File: src/rtl/out_pins_uart_tx.sv
// Reports every change of the CPU out_pins value to the host as one ASCII character
// ('0'+value) sent as an 8N1 UART frame, with a small FIFO to absorb bursts.
module out_pins_uart_tx #(
    parameter int REGISTER_WIDTH             = 4,
    parameter int UART_DATA_LENGTH           = 8,
    parameter int BAUD_COUNTS_PER_BIT        = 521,
    parameter int BAUD_RATE_COUNTER_BITWIDTH = 10,
    parameter int FIFO_DEPTH                 = 4,
    parameter int FIFO_ADDR_WIDTH            = 2
) (
    input  logic                      clk_i,
    input  logic                      reset_i,
    input  logic [REGISTER_WIDTH-1:0] out_pins_i,
    input  logic                      enable_i,
    output logic                      tx_o,
    output logic                      busy_o,
    output logic                      overflow_o
);

    localparam int BIT_W = $clog2(UART_DATA_LENGTH);
    localparam int CNT_W = FIFO_ADDR_WIDTH + 1;

    typedef enum logic [1:0] {IDLE, START, DATA, STOP} state_t;

    state_t                                  state;
    logic [BAUD_RATE_COUNTER_BITWIDTH-1:0]   baud_cnt;
    logic [BIT_W-1:0]                        bit_cnt;
    logic [UART_DATA_LENGTH-1:0]             shift_q;
    logic [REGISTER_WIDTH-1:0]               prev_q;

    logic [UART_DATA_LENGTH-1:0]             fifo_mem [FIFO_DEPTH];
    logic [FIFO_ADDR_WIDTH-1:0]              wr_ptr, rd_ptr;
    logic [CNT_W-1:0]                        fifo_count;

    logic baud_end, fifo_empty, fifo_full, push, push_ok, pop, line_bit;
    logic [UART_DATA_LENGTH-1:0] push_byte;

    assign baud_end   = (baud_cnt == BAUD_RATE_COUNTER_BITWIDTH'(BAUD_COUNTS_PER_BIT - 1));
    assign fifo_empty = (fifo_count == '0);
    assign fifo_full  = (fifo_count == CNT_W'(FIFO_DEPTH));
    assign push       = enable_i && (out_pins_i != prev_q);
    assign push_byte  = {(UART_DATA_LENGTH - REGISTER_WIDTH)'(4'b0011), out_pins_i};

    // The FSM takes a byte either from idle or straight out of the stop bit.
    assign pop     = !fifo_empty && ((state == IDLE) || (state == STOP && baud_end));
    // A pop in the same cycle frees a slot, so a push into a full FIFO still lands.
    assign push_ok = push && (!fifo_full || pop);

    always_comb begin
        line_bit = 1'b1;
        case (state)
            START:   line_bit = 1'b0;
            DATA:    line_bit = shift_q[0];
            default: line_bit = 1'b1;
        endcase
    end

    // Tracks the input even while disabled so re-enabling never reports a stale change.
    always_ff @(posedge clk_i or negedge reset_i) begin
        if (!reset_i) prev_q <= '0;
        else          prev_q <= out_pins_i;
    end

    always_ff @(posedge clk_i) begin
        if (push_ok) fifo_mem[wr_ptr] <= push_byte;
    end

    always_ff @(posedge clk_i or negedge reset_i) begin
        if (!reset_i) begin
            wr_ptr     <= '0;
            rd_ptr     <= '0;
            fifo_count <= '0;
            overflow_o <= 1'b0;
        end else begin
            if (push_ok) wr_ptr <= wr_ptr + 1'b1;
            if (pop)     rd_ptr <= rd_ptr + 1'b1;
            case ({push_ok, pop})
                2'b10:   fifo_count <= fifo_count + 1'b1;
                2'b01:   fifo_count <= fifo_count - 1'b1;
                default: fifo_count <= fifo_count;
            endcase
            if (push && !push_ok) overflow_o <= 1'b1;
        end
    end

    always_ff @(posedge clk_i or negedge reset_i) begin
        if (!reset_i) begin
            state    <= IDLE;
            baud_cnt <= '0;
            bit_cnt  <= '0;
            shift_q  <= '0;
            tx_o     <= 1'b1;
            busy_o   <= 1'b0;
        end else begin
            tx_o   <= line_bit;
            busy_o <= (state != IDLE) || !fifo_empty;
            case (state)
                IDLE: begin
                    baud_cnt <= '0;
                    bit_cnt  <= '0;
                    if (pop) begin
                        shift_q <= fifo_mem[rd_ptr];
                        state   <= START;
                    end
                end
                START: begin
                    if (baud_end) begin
                        baud_cnt <= '0;
                        bit_cnt  <= '0;
                        state    <= DATA;
                    end else begin
                        baud_cnt <= baud_cnt + 1'b1;
                    end
                end
                DATA: begin
                    if (baud_end) begin
                        baud_cnt <= '0;
                        shift_q  <= shift_q >> 1;
                        if (bit_cnt == BIT_W'(UART_DATA_LENGTH - 1)) state <= STOP;
                        else bit_cnt <= bit_cnt + 1'b1;
                    end else begin
                        baud_cnt <= baud_cnt + 1'b1;
                    end
                end
                STOP: begin
                    if (baud_end) begin
                        baud_cnt <= '0;
                        if (pop) begin
                            shift_q <= fifo_mem[rd_ptr];
                            state   <= START;
                        end else begin
                            state <= IDLE;
                        end
                    end else begin
                        baud_cnt <= baud_cnt + 1'b1;
                    end
                end
                default: state <= IDLE;
            endcase
        end
    end

endmodule

File: config.mk
export PLATFORM = sky130hd
export DESIGN_NAME = out_pins_uart_tx
export DESIGN_NICKNAME = d
export VERILOG_FILES = /design/src/rtl/out_pins_uart_tx.sv
export SDC_FILE = /design/constraint.sdc
export NUM_CORES = 1
export LEC_CHECK = 0
export ABC_AREA = 1
export BUFFER_PORTS_ARGS = -buffer_cell sky130_fd_sc_hd__buf_4
export CORE_MARGIN = 2
export CORE_UTILIZATION = 50
export DETAILED_ROUTE_END_ITERATION = 10
export GPL_ROUTABILITY_DRIVEN = 1
export MAX_ROUTING_LAYER = met4
export PLACE_DENSITY = 0.67
export SLEW_MARGIN = 20
export SYNTH_ARGS = -nofsm -noshare
export SYNTH_HDL_FRONTEND = slang
export SYNTH_SLANG_ARGS = --single-unit
export TNS_END_PERCENT = 1
File: constraint.sdc
create_clock -name clk_i -period 5.2 [get_ports clk_i]
set_input_delay 0.78 -clock clk_i [delete_from_list [all_inputs] [get_ports clk_i]]
set_output_delay 0.78 -clock clk_i [all_outputs]
set_load 0.05 [all_outputs]
==> results.tsv, run 1 <==
metric	value	unit
ANT cells	0	
Synth top area share	34.02	%
instance area at placement	2629	µm²
RSZ-0062 raised after global routing	false	
cell with the most instances after synthesis	nand2_1	
layout cells sized above 1	12.55	%
Crit Path Category	register to register	
relative slew slack	69.03	%
Slew @ Worst Pin	462.8	ps
number of buffers added on ports	9	
fillers	427	
syn_area_per_cell	9.694	µm²
period utilization	42.67	%
worst path buffer plus inverter count	4	
Max Cap Viol	0	
CTS Hold Bufs	0	
largest net degree at the start of global routing	36	
Post-Route WL	4271	µm
final setup TNS	0	ps
Worst path max stage delay	430	ps
DR vias	1664	
clock root cell	clkbuf_8	
core box area	4786	µm²
most used cell, CP	inv_1	
htree depth	2	
Max Fclk	450.7	MHz
antenna violations before repair	0	
GP Congestion	0.7902	
CP cell instances	inv_1, ha_1, inv_1, nand2_1, nand3_1, fa_1, inv_1, nand4_1, nand3_1, nand2_1, inv_1	
outcome	complete, no violations	
clock-pin slew on the worst setup and hold paths	90	ps
P&R area growth vs syn	9.055	%
Cell Rows	25	
Hold Crit Class	input pin to async pin	
Global Route Usage Sum	17.98	%
worst-path fanout max	6	
Post-synth top cells	nand2_1 (42), nor2_1 (35), dfrtp_1 (34), inv_1 (33), o21ai_0 (17)	
final hold vios	0	
Vias/cell	4.923	
Pleak	1.213	nW
post-DP HPWL	3000	µm
clk_lat worst skew	300	ps
Die X	74.73	µm
post-route cell area	2728	µm²
first-pass GRT wire length	7224	µm
post-route ant nets	0	
number of synthesized flops with an enable pin	16	
Top delay family on crit path	adder cells	
Worst EP required	5450	ps
Max IR drop VDD	211.8	µV
FFs w/ async S/R, synth	68.63	%
Synth area leader	dfrtp_1	
register bit total from synthesis	51	
Tot Pwr	898.3	µW
top cells by area, synth	dfrtp_1 (34%), edfxtp_1 (19%), ha_1 (6.5%), nand2_1 (6.3%), nor2_1 (5.3%)	
Arr. time, crit path	2470	ps
CP max-delay cell	fa_1	
Syn. warnings	0	
CTS tree	done	
CTS Buffer Depth	2	
top-level port count	10	
Slew Viols, Final	0	
CP endpoint kind	register	
DRT iter0 DRCs	56	
Die H	74.73	µm
Post-CTS Setup Inserts	0	
Synth Flop Type	dfrtp_1	
fin nets	291	
final setup violation count	0	
vias in the first global route	1516	
Post-Syn Instances	258	
Die ar.	5584	µm²
clk_skew	9.180	ps
DRC	0	
Layout Cells excl Fill	338	
CTS-repair resized insts	0	
Num CTS Buffers	5	
post-placement cell count	330	
Netlist cell types	32	
CTS sink count	51	
drt first pass iters	4	
sequential area share after synthesis	54.28	%
Min Clock Period, post-route	2219	ps
critical path launch point type	register	
Mapped Area	2501	µm²
global route total overflow	0	
PwrDens	329.3	nW/µm²
syn nets	279	
starting density of the core	52.26	%
routed len/inst	12.64	µm
per-stage QoR:
stage | setup WS, ps | hold WS (ps) | util, %
after floorplan | 3113 | 447.5 | -
final | 2981 | 414.7 | 56.99
after CTS | 2991 | 430.8 | 56.99
after global placement | 2742 | 460.6 | 54.93
after detailed placement | 2711 | 458.9 | 54.93
after global routing | 2765 | 441.8 | 56.99
final cells by class:
type	count	area, µm²	area share [%]
timing repair buffer	9	67.56	2.477
clock buffer	6	82.58	3.028
tap	67	83.83	3.073
sequential	51	1358	49.77
inverter	35	131.4	4.817
clock inverter	2	16.27	0.5963
multi-input combinational	168	988.4	36.24
placed cells by master, fill, tap and decap left out, types with 7 or more instances in the layout:
cell type,Yosys,final
buf_4,0,9
nand2_1,42,42
o21ai_2,7,7
inv_1,33,33
dfrtp_1,34,34
nand3_1,11,11
edfxtp_1,16,16
ha_1,13,13
o21ai_0,17,17
xor2_1,7,7
nor2_1,35,35
power breakdown:
| group | switching, mW | total, mW | internal (mW) |
|---|---|---|---|
| Clock | 0.131 | 0.239 | 0.109 |
| Sequential | 0.0239 | 0.489 | 0.465 |
| Combinational | 0.114 | 0.170 | 0.0558 |
| Total | 0.269 | 0.898 | 0.630 |
routing by layer:
layer	global-route usage [%]	part of all wire (%)
met5	-	0
met4	5.357	0.75
met3	4.819	3.3
met2	25.66	45
met1	25.33	51
registers in the layout, summed over array words and instances (netlist names):
| signal | flops |
|---|---|
| tx_o | 1 |
| shift_q | 6 |
| overflow_o | 1 |
| prev_q | 4 |
| state | 2 |
| busy_o | 1 |
| baud_cnt | 10 |
| wr_ptr | 2 |
| fifo_mem | 16 |
| bit_cnt | 3 |
| fifo_count | 3 |
| rd_ptr | 2 |
cell families (layout without fill, tap and decap cells):
logic type	count (synthesis)	count (layout)	synth area share (%)
AOI/OAI and AO/OA	40	40	10.31
and+or+nand+nor	106	106	19.11
buffers and inverters	39	52	6.203
DFF	51	51	54.28
xor gates and xnor gates	8	8	2.802
adders and majority gates	14	14	7.304
final timing paths:
path                             from            end  slack (ps)  cells after the start
setup reg to reg             state[1]  fifo_count[2]        2980                     11
hold / removal                reset_i     bit_cnt[1]         410                      1
setup / recovery             state[1]  fifo_count[2]        2980                     11
min in group clk_i         shift_q[0]           tx_o         480                      2
max in group asynchronous     reset_i           tx_o        4450                      1
hold reg to reg            shift_q[0]           tx_o         480                      2
Note: power is estimated with default switching activity, not from simulation.
==> run 2: changes to the inputs <==
clock period = 2.1 ns   (was 5.2 ns; I/O delays follow)
==> run 2 against run 1 <==
Effect of this change: maximum frequency up 9.5%; sequential share of layout area down 1.1 points; sequential power rose by 150%; critical path depth stayed put; final cell count is 2.1% higher; final area is 2.2% higher; combinational power increased to 2.6 times the previous value; total power increased by 140%; non-clock buffer count rose by 8; highest routed layer unchanged.
==> results.tsv, run 2 (synthesis gave the netlist of run 1 again) <==
metric	value	unit	change
worst path buffer plus inverter count	2		-2
fin nets	299		+2.7%
Arr. time, crit path	2220	ps	-250 ps
Layout Cells excl Fill	345		+2.1%
Slew @ Worst Pin	451.4	ps	-11.49 ps
CTS Buffer Depth	2		unchanged
Hold Path Stages	1		
global route total overflow	0		unchanged
Crit Reg-Reg Startpoint	baud_cnt[1]		
Die H	74.73	µm	unchanged
Min Clock Period, post-route	2026	ps	-192.8 ps
post-DP HPWL	3164	µm	+5.5%
r2r worst-path depth	11		unchanged
P&R area growth vs syn	11.41	%	
DRC	0		unchanged
fillers	422		-1.2%
Finished Core Util	58.22	%	+1.2 points
PwrDens	788.9	nW/µm²	+140%
ANT cells	0		unchanged
R2R setup slack	70	ps	-2910 ps
commonest non-fill, non-tap cell in the layout	nand2_1		
CP max-delay cell	fa_2		
most frequent cells in the layout	nand2_1 (41), nor2_1 (34), dfrtp_1 (34)		
core box area	4786	µm²	unchanged
final hold vios	0		unchanged
Max Fclk	493.6	MHz	+9.5%
CTS tree	done		
Die ar.	5584	µm²	unchanged
top-level port count	10		unchanged
worst-path fanout max	3		-3
GP Congestion	0.7850		-0.66%
drt first pass iters	4		unchanged
Largest register FFs	16		unchanged
CP endpoint kind	register		
top flop regs	fifo_mem (16), baud_cnt (10), shift_q (6)		
CP cell instances	inv_1, ha_1, nand3_1, nor2_1, nand3_1, nand2_2, nand3_2, fa_2, inv_1, nand2_1, o21ai_0		
Global Route Usage Sum	18.59	%	+0.61 points
largest net degree at the start of global routing	36		unchanged
post-route ant nets	0		unchanged
outcome	complete, no violations		
FF-to-FF End	fifo_count[1]		
starting density of the core	52.26	%	unchanged
number of buffers added on ports	9		unchanged
Post-Route WL	4506	µm	+5.5%
relative slew slack	69.91	%	+0.88 points
Max IR drop VDD	475.2	µV	+120%
DRT iter0 DRCs	66		+18%
antenna violations before repair	0		unchanged
clk_skew	8.761	ps	-0.4183 ps
Worst EP required	2290	ps	-3160 ps
Hold Crit Class	input pin to register		
clock-pin slew on the worst setup and hold paths	90	ps	about the same
critical path launch point type	register		
routed len/inst	13.06	µm	+3.4%
Worst Setup SP	baud_cnt[1]		
period utilization	96.47	%	+54 points
Worst path max stage delay	590	ps	+160 ps
Cell Rows	25		unchanged
Crit Path Category	register to register		
post-placement cell count	335		+1.5%
DR vias	1716		+3.1%
htree depth	2		unchanged
Max Cap Viol	0		unchanged
Pleak	1.249	nW	+3.0%
CTS sink count	51		unchanged
final setup violation count	0		unchanged
Top reg by flops	fifo_mem		
CP endpoint	fifo_count[1]		
layout cells sized above 1	15.83	%	+3.3 points
Top delay family on crit path	adder cells		
Die X	74.73	µm	unchanged
Crit path depth	11		unchanged
Vias/cell	4.974		+1.0%
Slew Viols, Final	0		unchanged
Num CTS Buffers	5		unchanged
first-pass GRT wire length	7458	µm	+3.2%
vias in the first global route	1594		+5.1%
clock root cell	clkbuf_8		
clk_lat worst skew	310	ps	about the same
==> run 2: final cells by class <==
cell class                 instances  area (µm²)  share of cell area (%)
timing repair buffer              17       130.1                   4.670
clock inverter                     2       13.76                  0.4939
sequential                        51        1358                   48.72
multi-input combinational        168        1001                   35.92
tap                               67       83.83                   3.009
clock buffer                       5       68.82                   2.470
inverter                          35       131.4                   4.715
==> run 2: what timing repair did <==
item | 4_1_cts | 5_1_grt
resized for setup | 0 | 5
setup buffers | 0 | 2
hold buffers | 1 | 0
endpoints found under the setup margin | 0 | 2
hold endpoints to repair | 34 | 0
==> run 2: worst min path at each step <==
stage | endpoint | slack, ps | start
finish | prev_q[3] | 160 | out_pins_i[3]
global route | prev_q[3] | 150 | out_pins_i[3]
CTS | prev_q[2] | 150 | out_pins_i[2]
detailed placement | bit_cnt[1] | 300 | reset_i
global placement | bit_cnt[1] | 300 | reset_i
floorplan | baud_cnt[0] | 20 | reset_i
==> run 2: stage by stage <==
stage | power [mW] | hold slack, ps | setup slack, ps | TNS, ps | instance area [µm²]
after global routing | 2.330 | 151.5 | -54.44 | -94.66 | 2786
after global placement | 1.655 | 301.4 | 146.5 | 0 | 2666
after detailed placement | 1.667 | 300.6 | 74.89 | 0 | 2666
after floorplan | 1.525 | 19.41 | 212.5 | 0 | 2501
after CTS | 2.217 | 149.2 | 53.06 | 0 | 2759
final | 2.198 | 162.6 | 74.13 | 0 | 2786
==> run 2: power breakdown <==
| part | internal, mW | switching (mW) | leakage, nW | total, mW |
|---|---|---|---|---|
| clock network | 0.229 | 0.324 | 0.0440 | 0.552 |
| registers | 1.15 | 0.0544 | 0.561 | 1.21 |
| logic | 0.154 | 0.286 | 0.644 | 0.440 |
| total | 1.53 | 0.664 | 1.25 | 2.20 |
==> run 2: routing by layer <==
metal	global-route usage (%)	part of all wire, %	vias to the layer above	wire (µm)
met5	-	0	-	0
met4	5.357	1.2	0	55
met3	4.418	4.1	6	183
met2	27.93	47	29	2118
met1	25.37	48	798	2149
li1	-	-	883	-
==> run 3: changes to the inputs <==
ABC_AREA = default   (was 1)
==> run 3 against run 2 <==
Effect of this change: the run now ends with setup timing left; total power is 75% higher; combinational power grew to 3.9 times the previous value; flip-flop and latch count stayed put; synthesized area is 1.8% lower; clock power is 6.9% higher; final cell count is 17% lower; register-to-register slack worse by 100 ps; clock-buffer cell count stayed put; critical endpoint is now fifo_count[2]; highest routed layer unchanged.
==> results.tsv, run 3 <==
metric	value	unit	change
outcome	complete, but fails checks		
failing checks	setup timing		
post-DP HPWL	3223	µm	+1.8%
syn nets	208		-25%
FFs w/ async S/R, synth	68.63	%	unchanged
Sw Ratio	37.68	%	+7.5 points
critical path launch point type	register		
starting density of the core	52.00	%	-0.26 points
Internal	2.392	mW	+56%
clock-pin slew on the worst setup and hold paths	100	ps	about the same
Crit Path Category	register to register		
P&R area growth vs syn	16.25	%	
Synth top area share	34.64	%	+0.62 points
top cells by area, synth	dfrtp_1 (35%), edfxtp_1 (20%), ha_1 (6.6%), mux4_2 (3.7%), xnor2_1 (3.6%)		
global route total overflow	0		unchanged
syn_area_per_cell	13.13	µm²	+35%
cell with the most instances after synthesis	dfrtp_1		
most frequent cells in the layout	dfrtp_1 (34), buf_4 (26), edfxtp_1 (16)		
Num CTS Buffers	5		unchanged
Flop pwr share	39.7	%	-15 points
Die H	74.09	µm	-0.86%
number of synthesized flops with an enable pin	16		unchanged
Netlist cell types	44		+38%
Hold Path Stages	1		unchanged
Synth area leader	dfrtp_1		
Max Cap Viol	0		unchanged
routed len/inst	14.99	µm	+15%
post-route ant nets	0		unchanged
Arr. time, crit path	2360	ps	+140 ps
Die ar.	5489	µm²	-1.7%
Max IR drop VDD	588.9	µV	+24%
htree depth	2		unchanged
layout cells sized above 1	29.22	%	+13 points
Sw Pwr	1.446	mW	+120%
number of buffers added on ports	9		unchanged
Syn. warnings	0		unchanged
Mapped Area	2456	µm²	-1.8%
PwrDens	1344	nW/µm²	+70%
drt first pass iters	4		unchanged
fin worst setup slack	-27.72	ps	-101.8 ps
Slew @ Worst Pin	455.3	ps	+3.987 ps
Tot Pwr	3.837	mW	+75%
register bit total from synthesis	51		unchanged
Vias/cell	5.266		+5.9%
relative slew slack	69.64	%	-0.27 points
Die X	74.09	µm	-0.86%
largest net degree at the start of global routing	36		unchanged
period utilization	101.3	%	+4.8 points
final setup violation count	1		+1
CP endpoint kind	register		
clk_lat worst skew	300	ps	about the same
DR vias	1506		-12%
sequential area share after synthesis	55.27	%	+1.0 points
Cell Rows	25		unchanged
clock power share	15.4	%	-9.7 points
Synth Flop Type	dfrtp_1		
Post-Route WL	4287	µm	-4.9%
fillers	404		-4.3%
Top reg by flops	fifo_mem		
Finished Core Util	60.45	%	+2.2 points
Global Route Usage Sum	18.96	%	+0.37 points
Pleak	1.215	nW	-2.7%
Post-synth top cells	dfrtp_1 (34), nor2_1 (17), edfxtp_1 (16), ha_1 (13), inv_1 (11)		
first-pass GRT wire length	7548	µm	+1.2%
Post-Syn Instances	187		-28%
worst-path fanout max	3		unchanged
top-level port count	10		unchanged
Worst EP required	2330	ps	+40 ps
fin nets	239		-20%
vias in the first global route	1655		+3.8%
clk_skew	3.849	ps	-4.912 ps
final hold vios	0		unchanged
ANT cells	0		unchanged
CTS sink count	51		unchanged
DRT iter0 DRCs	63		-4.5%
GP Congestion	0.7883		+0.42%
Slew Viols, Final	0		unchanged
Largest register FFs	16		unchanged
DRC	0		unchanged
CTS Buffer Depth	2		unchanged
commonest non-fill, non-tap cell in the layout	dfrtp_1		
clock root cell	clkbuf_8		
Min Clock Period, post-route	2128	ps	+101.8 ps
CTS tree	done		
combinational share of power	44.9	%	+25 points
top flop regs	fifo_mem (16), baud_cnt (10), shift_q (6)		
antenna violations before repair	0		unchanged
core box area	4723	µm²	-1.3%
RSZ-0062 raised after global routing	true		
Hold Crit Class	input pin to register		
pre-CTS setup slack	-96.30	ps	-171.2 ps
Max Fclk	470.0	MHz	-4.8%
r2r worst-path depth	11		unchanged
-- run 3: changes by cell type after synthesis, moves of 4 or more --
cell,previous run,this run
o21ai_2,7,0
o21ai_0,17,2
nand2_1,42,8
mux4_2,0,4
o221ai_1,4,0
nor2_1,35,17
inv_1,33,11
and2_1,0,5
xnor2_1,1,10
nand3_1,11,4
-- run 3: per-layer routing --
| metal | vias to the layer above | track usage (%) | share of wire (%) |
|---|---|---|---|
| met1 | 748 | 21.81 | 43 |
| met2 | 22 | 33.33 | 53 |
| li1 | 730 | - | - |
| met5 | - | - | 0 |
| met4 | 0 | 5.455 | 1.0 |
| met3 | 6 | 4.065 | 2.7 |
-- run 3: area by class of cell --
class / instances / area (µm²) / area share (%)
Inverter: 11 / 41.29 / 1.446
Timing Repair Buffer: 27 / 205.2 / 7.187
Multi-Input combinational cell: 122 / 1070 / 37.47
Sequential cell: 51 / 1358 / 47.55
Clock buffer: 5 / 68.82 / 2.410
Tap cell: 67 / 83.83 / 2.936
Clock inverter: 3 / 28.78 / 1.008
-- run 3: stage by stage --
| step | hold WS (ps) | TNS (ps) | std cells | area [µm²] |
|---|---|---|---|---|
| detailed placement | 297.7 | -203.9 | 275 | 2706 |
| CTS | 149.0 | -76.11 | 286 | 2835 |
| global route | 150.3 | -151.8 | 286 | 2855 |
| global placement | 291.7 | 0 | 275 | 2706 |
| floorplan | 19.41 | -105.4 | 187 | 2461 |
| finish | 158.1 | -27.72 | 286 | 2855 |
-- run 3: power groups by stage --
stage / Combinational [mW] / Clock [mW] / Sequential (mW)
global route: 1.89 / 0.650 / 1.56
finish: 1.72 / 0.590 / 1.52
CTS: 1.72 / 0.612 / 1.52
global placement: 1.58 / 0 / 1.52
floorplan: 1.14 / 0 / 1.55
detailed placement: 1.66 / 0 / 1.54
-- run 3: what timing repair did --
item | 4_1_cts | 5_1_grt
pin swaps | 3 | 5
hold buffers | 1 | 0
buffers inserted | 2 | 0
setup endpoints to repair | 21 | 25
resized for setup | 5 | 8
endpoints found under the hold margin | 34 | 0
-- run 3: worst max-delay path, stage by stage, from the launching register on --
cell	delay, ps
dfrtp_1	400
inv_2	70
ha_4	120
nor4b_4	250
a41oi_4	170
nor2_2	180
nand2_2	80
fa_2	360
inv_2	70
nor4b_1	40
a31oi_1	170
xnor2_1	140
-- run 3: path summary, 6_finish.rpt --
check                              start             to  slack [ps]
max                          baud_cnt[0]  fifo_count[2]         -30
min                        out_pins_i[0]      prev_q[0]         160
max reg2reg                  baud_cnt[0]  fifo_count[2]         -30
min reg2reg                   overflow_o     overflow_o         490
max in group asynchronous        reset_i           tx_o        1260
min in group asynchronous        reset_i    baud_cnt[9]         490
-- run 3: kinds of logic after synthesis --
kind of cell / count (synthesis) / synth area share (%)
DFF: 51 / 55.27
and+or+nand+nor: 48 / 10.49
AOI/OAI and AO/OA: 34 / 11.92
xor gates and xnor gates: 17 / 6.062
buffers and inverters: 14 / 2.445
adders and majority gates: 14 / 7.438
muxes: 9 / 6.368
